File: src/rtl/rc4_stream_encryptor.sv
// RC4 encryptor: S init, key schedule and keystream XOR in one FSM over a shared S RAM.
// The S bus is driven to all zeros whenever the FSM is idle, so it can be OR-muxed with other masters.
module rc4_stream_encryptor #(
    parameter int MSG_LEN = 32,
    parameter int KEY_LEN = 3
) (
    input  logic        clk,
    input  logic        reset,
    input  logic        start,
    input  logic [23:0] secret_key,
    output logic [7:0]  s_address,
    output logic [7:0]  s_data,
    output logic        s_wren,
    input  logic [7:0]  s_q,
    output logic [7:0]  p_address,
    input  logic [7:0]  p_q,
    output logic [7:0]  c_address,
    output logic [7:0]  c_data,
    output logic        c_wren,
    output logic        busy,
    output logic        done
);

    typedef enum logic [3:0] {
        ST_IDLE, ST_INIT, ST_RD_I, ST_CAP_I, ST_RD_J, ST_CAP_J,
        ST_WR_I, ST_WR_J, ST_RD_F, ST_CAP_F, ST_WR_C, ST_DONE
    } state_t;

    state_t      state_q, state_d;
    logic [7:0]  s_address_q, s_address_d, s_data_q, s_data_d;
    logic        s_wren_q, s_wren_d;
    logic [7:0]  p_address_q, p_address_d;
    logic [7:0]  c_address_q, c_address_d, c_data_q, c_data_d;
    logic        c_wren_q, c_wren_d, busy_q, busy_d, done_q, done_d;
    logic [7:0]  i_q, i_d, j_q, j_d, si_q, si_d, sj_q, sj_d, pbyte_q, pbyte_d;
    logic [23:0] key_q, key_d;
    logic [1:0]  kidx_q, kidx_d;
    logic [8:0]  k_q, k_d;
    logic        prga_q, prga_d;
    logic [7:0]  j_next;

    function automatic logic [7:0] key_byte(input logic [23:0] key, input logic [1:0] idx);
        return 8'(key >> (8 * (KEY_LEN - 1 - int'(idx))));
    endfunction

    always_comb begin
        state_d     = state_q;
        s_address_d = s_address_q;
        s_data_d    = s_data_q;
        s_wren_d    = 1'b0;
        p_address_d = p_address_q;
        c_address_d = c_address_q;
        c_data_d    = c_data_q;
        c_wren_d    = 1'b0;
        busy_d      = busy_q;
        done_d      = 1'b0;
        i_d         = i_q;
        j_d         = j_q;
        si_d        = si_q;
        sj_d        = sj_q;
        pbyte_d     = pbyte_q;
        key_d       = key_q;
        kidx_d      = kidx_q;
        k_d         = k_q;
        prga_d      = prga_q;
        j_next      = prga_q ? 8'(j_q + s_q) : 8'(j_q + s_q + key_byte(key_q, kidx_q));

        case (state_q)
            ST_IDLE: begin
                s_address_d = 8'd0;
                s_data_d    = 8'd0;
                p_address_d = 8'd0;
                c_address_d = 8'd0;
                c_data_d    = 8'd0;
                busy_d      = 1'b0;
                if (start) begin
                    key_d    = secret_key;
                    i_d      = 8'd0;
                    j_d      = 8'd0;
                    busy_d   = 1'b1;
                    s_wren_d = 1'b1;
                    state_d  = ST_INIT;
                end
            end
            ST_INIT: begin
                if (i_q == 8'd255) begin
                    i_d         = 8'd0;
                    j_d         = 8'd0;
                    kidx_d      = 2'd0;
                    prga_d      = 1'b0;
                    s_address_d = 8'd0;
                    state_d     = ST_RD_I;
                end else begin
                    i_d         = i_q + 8'd1;
                    s_address_d = i_q + 8'd1;
                    s_data_d    = i_q + 8'd1;
                    s_wren_d    = 1'b1;
                end
            end
            ST_RD_I: state_d = ST_CAP_I;
            ST_CAP_I: begin
                // Plaintext was addressed together with S[i], so p_q is valid here too.
                si_d        = s_q;
                pbyte_d     = p_q;
                j_d         = j_next;
                s_address_d = j_next;
                if (!prga_q)
                    kidx_d = (kidx_q == 2'(KEY_LEN - 1)) ? 2'd0 : kidx_q + 2'd1;
                state_d     = ST_RD_J;
            end
            ST_RD_J: state_d = ST_CAP_J;
            ST_CAP_J: begin
                sj_d        = s_q;
                s_address_d = i_q;
                s_data_d    = s_q;
                s_wren_d    = 1'b1;
                state_d     = ST_WR_I;
            end
            ST_WR_I: begin
                s_address_d = j_q;
                s_data_d    = si_q;
                s_wren_d    = 1'b1;
                state_d     = ST_WR_J;
            end
            ST_WR_J: begin
                if (prga_q) begin
                    s_address_d = 8'(si_q + sj_q);
                    state_d     = ST_RD_F;
                end else if (i_q == 8'd255) begin
                    prga_d      = 1'b1;
                    i_d         = 8'd1;
                    j_d         = 8'd0;
                    k_d         = 9'd0;
                    s_address_d = 8'd1;
                    p_address_d = 8'd0;
                    state_d     = ST_RD_I;
                end else begin
                    i_d         = i_q + 8'd1;
                    s_address_d = i_q + 8'd1;
                    state_d     = ST_RD_I;
                end
            end
            ST_RD_F: state_d = ST_CAP_F;
            ST_CAP_F: begin
                c_address_d = k_q[7:0];
                c_data_d    = s_q ^ pbyte_q;
                c_wren_d    = 1'b1;
                state_d     = ST_WR_C;
            end
            ST_WR_C: begin
                if (k_q == 9'(MSG_LEN - 1)) begin
                    s_address_d = 8'd0;
                    s_data_d    = 8'd0;
                    p_address_d = 8'd0;
                    c_address_d = 8'd0;
                    c_data_d    = 8'd0;
                    busy_d      = 1'b0;
                    done_d      = 1'b1;
                    state_d     = ST_DONE;
                end else begin
                    k_d         = k_q + 9'd1;
                    i_d         = i_q + 8'd1;
                    s_address_d = i_q + 8'd1;
                    p_address_d = k_q[7:0] + 8'd1;
                    state_d     = ST_RD_I;
                end
            end
            ST_DONE: state_d = ST_IDLE;
            default: state_d = ST_IDLE;
        endcase
    end

    always_ff @(posedge clk) begin
        if (reset) begin
            state_q     <= ST_IDLE;
            s_address_q <= 8'd0;
            s_data_q    <= 8'd0;
            s_wren_q    <= 1'b0;
            p_address_q <= 8'd0;
            c_address_q <= 8'd0;
            c_data_q    <= 8'd0;
            c_wren_q    <= 1'b0;
            busy_q      <= 1'b0;
            done_q      <= 1'b0;
            i_q         <= 8'd0;
            j_q         <= 8'd0;
            kidx_q      <= 2'd0;
            k_q         <= 9'd0;
            prga_q      <= 1'b0;
        end else begin
            state_q     <= state_d;
            s_address_q <= s_address_d;
            s_data_q    <= s_data_d;
            s_wren_q    <= s_wren_d;
            p_address_q <= p_address_d;
            c_address_q <= c_address_d;
            c_data_q    <= c_data_d;
            c_wren_q    <= c_wren_d;
            busy_q      <= busy_d;
            done_q      <= done_d;
            i_q         <= i_d;
            j_q         <= j_d;
            si_q        <= si_d;
            sj_q        <= sj_d;
            pbyte_q     <= pbyte_d;
            key_q       <= key_d;
            kidx_q      <= kidx_d;
            k_q         <= k_d;
            prga_q      <= prga_d;
        end
    end

    assign s_address = s_address_q;
    assign s_data    = s_data_q;
    assign s_wren    = s_wren_q;
    assign p_address = p_address_q;
    assign c_address = c_address_q;
    assign c_data    = c_data_q;
    assign c_wren    = c_wren_q;
    assign busy      = busy_q;
    assign done      = done_q;

endmodule

File: config.mk
export PLATFORM = sky130hd
export DESIGN_NAME = rc4_stream_encryptor
export DESIGN_NICKNAME = d
export VERILOG_FILES = /design/src/rtl/rc4_stream_encryptor.sv
export SDC_FILE = /design/constraint.sdc
export NUM_CORES = 1
export LEC_CHECK = 0
export CAP_MARGIN = 20
export CORE_ASPECT_RATIO = 1.25
export CORE_MARGIN = 1.5
export CORE_UTILIZATION = 55
export CTS_CLUSTER_DIAMETER = 100
export CTS_CLUSTER_SIZE = 40
export DETAILED_ROUTE_END_ITERATION = 6
export HOLD_SLACK_MARGIN = 0.12
export PLACE_DENSITY = 0.8
export SLEW_MARGIN = 20
export SYNTH_ARGS = -nofsm -noshare
export SYNTH_HDL_FRONTEND = slang
export SYNTH_SLANG_ARGS = --single-unit
File: constraint.sdc
create_clock -name clk -period 4.6 [get_ports clk]
set_clock_uncertainty 0.15 [all_clocks]
set_input_delay 0.46 -clock clk [delete_from_list [all_inputs] [get_ports clk]]
set_output_delay 0.46 -clock clk [all_outputs]
set_load 0.05 [all_outputs]
=== After elaboration in Yosys (flattened, before gate mapping) ===
Index checks and enable logic that the tools add are counted.

* Add/sub/neg operators: 8
* Multipliers: 0
* Div/mod/pow operators: 0
* Order comparisons: 0
* Equality and inequality tests: 21
* Shift operators: 1
* Multiplexer cells: 46
* Bitwise gates (word level): 3
* Reductions and logical operators: 26

{| class="wikitable"
|+ Operator list
! operator !! count
|-
| two-way mux 8 bit || 15
|-
| one-hot mux 8 bit (3 select lines) || 3
|-
| one-hot mux 8 bit (4 select lines) || 2
|-
| one-hot mux 8 bit (7 select lines) || 1
|-
| one-hot mux 4 bit (11 select lines) || 1
|-
| one-hot mux 8 bit (5 select lines) || 1
|-
| right shift 24 x 32 -> 8 bit || 1
|-
| two-way mux 9 bit || 3
|-
| adder 8 bit || 3
|-
| one-hot mux 9 bit (2 select lines) || 1
|-
| adder 8 x 1 -> 8 bit, second input constant || 2
|-
| == test 4 x 3 -> 1 bit, second input constant || 4
|-
| two-way mux 4 bit || 4
|-
| inequality test 2 bit, second input constant || 8
|-
| AND reduction 3 bit || 5
|-
| == test 4 bit, second input constant || 3
|-
| AND reduction 2 bit || 6
|-
| adder 9 x 1 -> 9 bit, second input constant || 1
|-
| == test 9 x 5 -> 1 bit, second input constant || 1
|-
| == test 4 x 2 -> 1 bit, second input constant || 2
|-
| == test 8 bit, second input constant || 1
|-
| two-way mux 1 bit || 8
|-
| AND reduction 4 bit || 2
|-
| nonzero test 2 bit || 4
|-
| other kinds (16) || 23
|}

* Bits in registers: 124
* Bits in latches: 0
* Memory bits (writable): 0
* Memory bits (read-only): 0
* Bits of input ports: 43
* Output and inout bits: 44
* Word-level logic and storage cells: 124
* Memories kept: 0

=== Logic depth before layout (Yosys ltp) ===
* Depth in word-level cells: 5
* Gate-level depth with buffers: 16
* Depth with buffers taken out: 15

=== Worst setup path after synthesis ===
OpenSTA, ideal clock, no wires.

* Path type: reg2reg
* Start point: register kidx_q[0]
* End point: register j_q[6]
* Setup time: 71 ps
* Arrival: 3,008 ps
* Data required time: 4,379 ps
* Path slack: 1,371 ps
* Stages on the path, launching flop included: 17
* Path buffers: 2
* Clock period less this slack: 3,229 ps
* Cells stage by stage: dfxtp_1 inv_1 ha_1 buf_2 and2_0 clkbuf_1 a21oi_1 nor2_1 ha_1 inv_1 fa_1 nor2b_1 o31a_1 o21ai_0 a2111oi_0 a211oi_1 a21oi_1

* Longest elaborated chain between the ends: 5

{| class="wikitable"
|+ RTL lines
! item !! line !! text
|-
| start, declared || 37 || <nowiki>logic [1:0] kidx_q, kidx_d;</nowiki>
|-
| start signal, assigned || 207 || <nowiki>kidx_q <= kidx_d;</nowiki>
|-
| subtractor 2 x 2 -> 3 bit || 43 || <nowiki>return 8'(key >> (8 * (KEY_LEN - 1 - int'(idx))));</nowiki>
|-
| right shift 24 x 32 -> 8 bit || 43 ||
|-
| adder 8 bit || 66 || <nowiki>j_next = prga_q ? 8'(j_q + s_q) : 8'(j_q + s_q + key_byte(key_q, kidx_q));</nowiki>
|-
| two-way mux 8 bit || 66 ||
|-
| one-hot mux 8 bit (4 select lines) || 68 || <nowiki>case (state_q)</nowiki>
|-
| end signal, assigned || 202 || <nowiki>j_q <= j_d;</nowiki>
|-
| end, declared || 35 || <nowiki>logic [7:0] i_q, i_d, j_q, j_d, si_q, si_d, sj_q, sj_d, pbyte_q, pbyte_d;</nowiki>
|}

No other way between the ends.
A chain may end at the register's enable or synchronous reset.

=== Worst setup path after layout ===
Same ends and word-level chain as after synthesis.

==> metrics <==
Synth Area in XOR/XNOR under 10%; area share of the largest cell type after synthesis between 20% and 30%; Port-buffer cells 86; R2R setup slack roughly 520 ps; # diodes 0; vias in the first global route around 5600; Worst setup EP type register; CTS sink cnt between 100 and 150; Hold Startpoint p_address[0]; asr flop ratio synth 0%; reg-to-reg startpoint kidx_q[0]; Synth Net Count between 700 and 800; Top Ports just under 90; Avg Cell Area, Syn between 10 and 15 sq um; CTS Hold Buffers Added 0; minimum clock period approximately 4100 ps; Final Hold Viols 0; Routed WL around 18000 um; initial DRC count about 440; setup violators final 0; #FFs+latches synth between 100 and 150; crit start category register; Slew @ Worst Pin 974 ps; TritonCTS clock tree yes; Max VDD drop roughly 0.00035 V; Final GP Congestion about 0.96; Post-Synth Adder-Cell Area under 10%; ys flop type dfxtp_1; GR peak layer met2; post-synthesis compound-gate area fraction between 20% and 30%; Starting Density 55.9%; leak pwr 2.87 nW; sw frac around a quarter; drt first pass iters 7; Synth area leader dfxtp_1; Synth-to-Final Area Change 22.6%; gr usage total a little under 30%; die area 0.0124 sq mm; simple-gate portion of the synthesized area 15.4%; Sw Pwr about 0.7 mW; Max Cap Viol 0; Fin Setup TNS 0 ps; DR DRC count 0; number of synthesized flops with an enable pin 48; Tcrit/Tclk final 88.7%; Hold Crit Class reg2reg; GR Util met1 around a third; H-tree depth 4; die outline height 124 um; Worst-path clk slew approximately 50 ps; Clock Power Share approximately 45%; overall power ~2.8 mW; Final Max Tran Viols 0; routed wire length per instance 20.1 um; vias between 5000 and 6000; worst-path fanout max 14; Setup crit start kidx_q[0]; total CTS buffers 17; Yosys warnings 0; Syn Inst Count roughly 640; CP required ~4800 ps; DP HPWL between 10000 and 15000 um; Slew HR 34.8%; share of layout cells above drive strength 1 8.33%; Skew-Pair Late Insertion Delay 420 ps; Max Clk Rate 245 MHz; first-pass GRT wire length approximately 28000 um; status finished clean; Final Util between 60% and 70%; synthesized area approximately 0.0064 sq mm; final instance area 0.00789 sq mm; crit path kind reg2reg; row count 44; nets@finish 791; arrival time worst endpoint roughly 4300 ps; ranking of synthesized cells by area dfxtp_1 (24%), edfxtp_1 (22%), ha_1 (5.1%), a21oi_1 (4.4%), nor2_1 (4.3%); total grt overflow 0; number of routed nets with antenna violations 0; share of power burned in registers between 40 and 50%; area post-placement approximately 0.0073 sq mm; largest net degree at the start of global routing 45; antenna violations before repair 0; clk buf depth 2; RSZ-0062 raised after global routing false; post-synthesis sequential area ratio 46.0%; postcts setup bufs 0; core area around 0.012 sq mm; GR Layer Usage met2 between 50 and 60%; Via density around 6.4; M3 GR Usage under 10%; PostCTS Resize Cnt 0; PD cells between 300 and 400 mW/mm^2; largest family of logic cells by synthesized area compound AO/OA/AOI/OAI gates; Synth cell types 80; root buffer cell clkbuf_16; Pint 2.07 mW; Comb power frac 11.5%; DIE WIDTH between 90 and 100 um; mux share of post-synthesis cell area under 10%
## final timing paths
path	end	depth (start not counted)
hold / removal	p_address[0]	1
setup reg to reg	j_q[6]	14
hold reg to reg	p_address[0]	1
setup / recovery	j_q[6]	14
## cell families (layout without fill, tap and decap cells)
group | count (synthesis) | in the layout
flops | 124 | 124
xor+xnor | 36 | 36
buf+inv | 46 | 139
compound gates | 199 | 199
fa+ha+maj | 29 | 29
mux | 14 | 14
simple gates | 191 | 191
## stage by stage
stage          instances  setup slack [ps]  hold WS [ps]
2_1_floorplan        639              1370           303
3_3_place_gp         838               819           285
3_5_place_dp         838               673           292
4_1_cts              870               578           304
5_1_grt              870               258           325
6_report             870               522           299
## placed cells by master, fill, tap and decap left out, drive strengths merged, types with 10 or more instances in the layout
master,Yosys,final
inv,16,18
dfxtp,76,76
nor2,75,75
a21oi,58,58
a211oi,18,18
clkdlybuf4s50,0,85
o21ai,25,25
clkbuf,14,22
a22o,18,18
a22oi,10,10
ha,26,26
nand2,43,43
xor2,20,20
nor3,19,19
xnor2,16,16
mux2i,13,13
edfxtp,48,48
## cells in the mapped netlist (all sizes together) (6+ instances only)
master,instances
a22o,18
clkbuf,14
nand2,43
nor2b,7
o21ai,25
xnor2,16
a22oi,10
nand2b,8
o21a,7
inv,16
edfxtp,48
mux2i,13
nor2,75
a21o,8
nor3,19
nand3,6
a31oi,8
nand3b,6
a211oi,18
buf,16
ha,26
a221oi,6
dfxtp,76
xor2,20
a21oi,58
## power groups by stage
stage	registers [mW]	clock network [mW]	logic [mW]
after floorplan	1.23	0	0.188
after global placement	1.21	0	0.303
after detailed placement	1.22	0	0.311
after CTS	1.19	1.26	0.314
after global routing	1.19	1.31	0.340
final	1.19	1.25	0.317
## metal layers
| metal | share of wire, % | vias up |
|---|---|---|
| met5 | 0 | - |
| li1 | - | 2553 |
| met1 | 38 | 2690 |
| met3 | 7.0 | 63 |
| met4 | 3.6 | 0 |
| met2 | 51 | 272 |
## registers in the layout (all words and copies together), names as in the netlist
name and count:
busy 1, c_address 8, c_data 8, c_wren 1, done 1, i_q 8, j_q 8, k_q 9
key_q 24, kidx_q 2, p_address 8, pbyte_q 8, prga_q 1, s_address 8, s_data 8, s_wren 1
si_q 8, sj_q 8, state_q 4
## worst max-delay path, stage by stage, from the launching register on
cell	delay (ps)
dfxtp_1	590
inv_1	120
ha_1	640
and2_0	370
a21oi_1	110
nor2_1	130
ha_1	220
inv_1	60
fa_1	380
nor2b_1	220
o31a_1	170
o21ai_0	100
a2111oi_0	460
a211oi_1	130
a21oi_1	150
## cell type report
type                    instances  area [sq um]
fillers                       895          3610
clock inverters                10          60.1
inverters                      16          60.1
clock buffers                  22           500
well taps                     138           173
repair buffers                 91           893
multi-input cells             469          3240
flip-flops and latches        124          2960
Power figures use the tool's default switching activity.
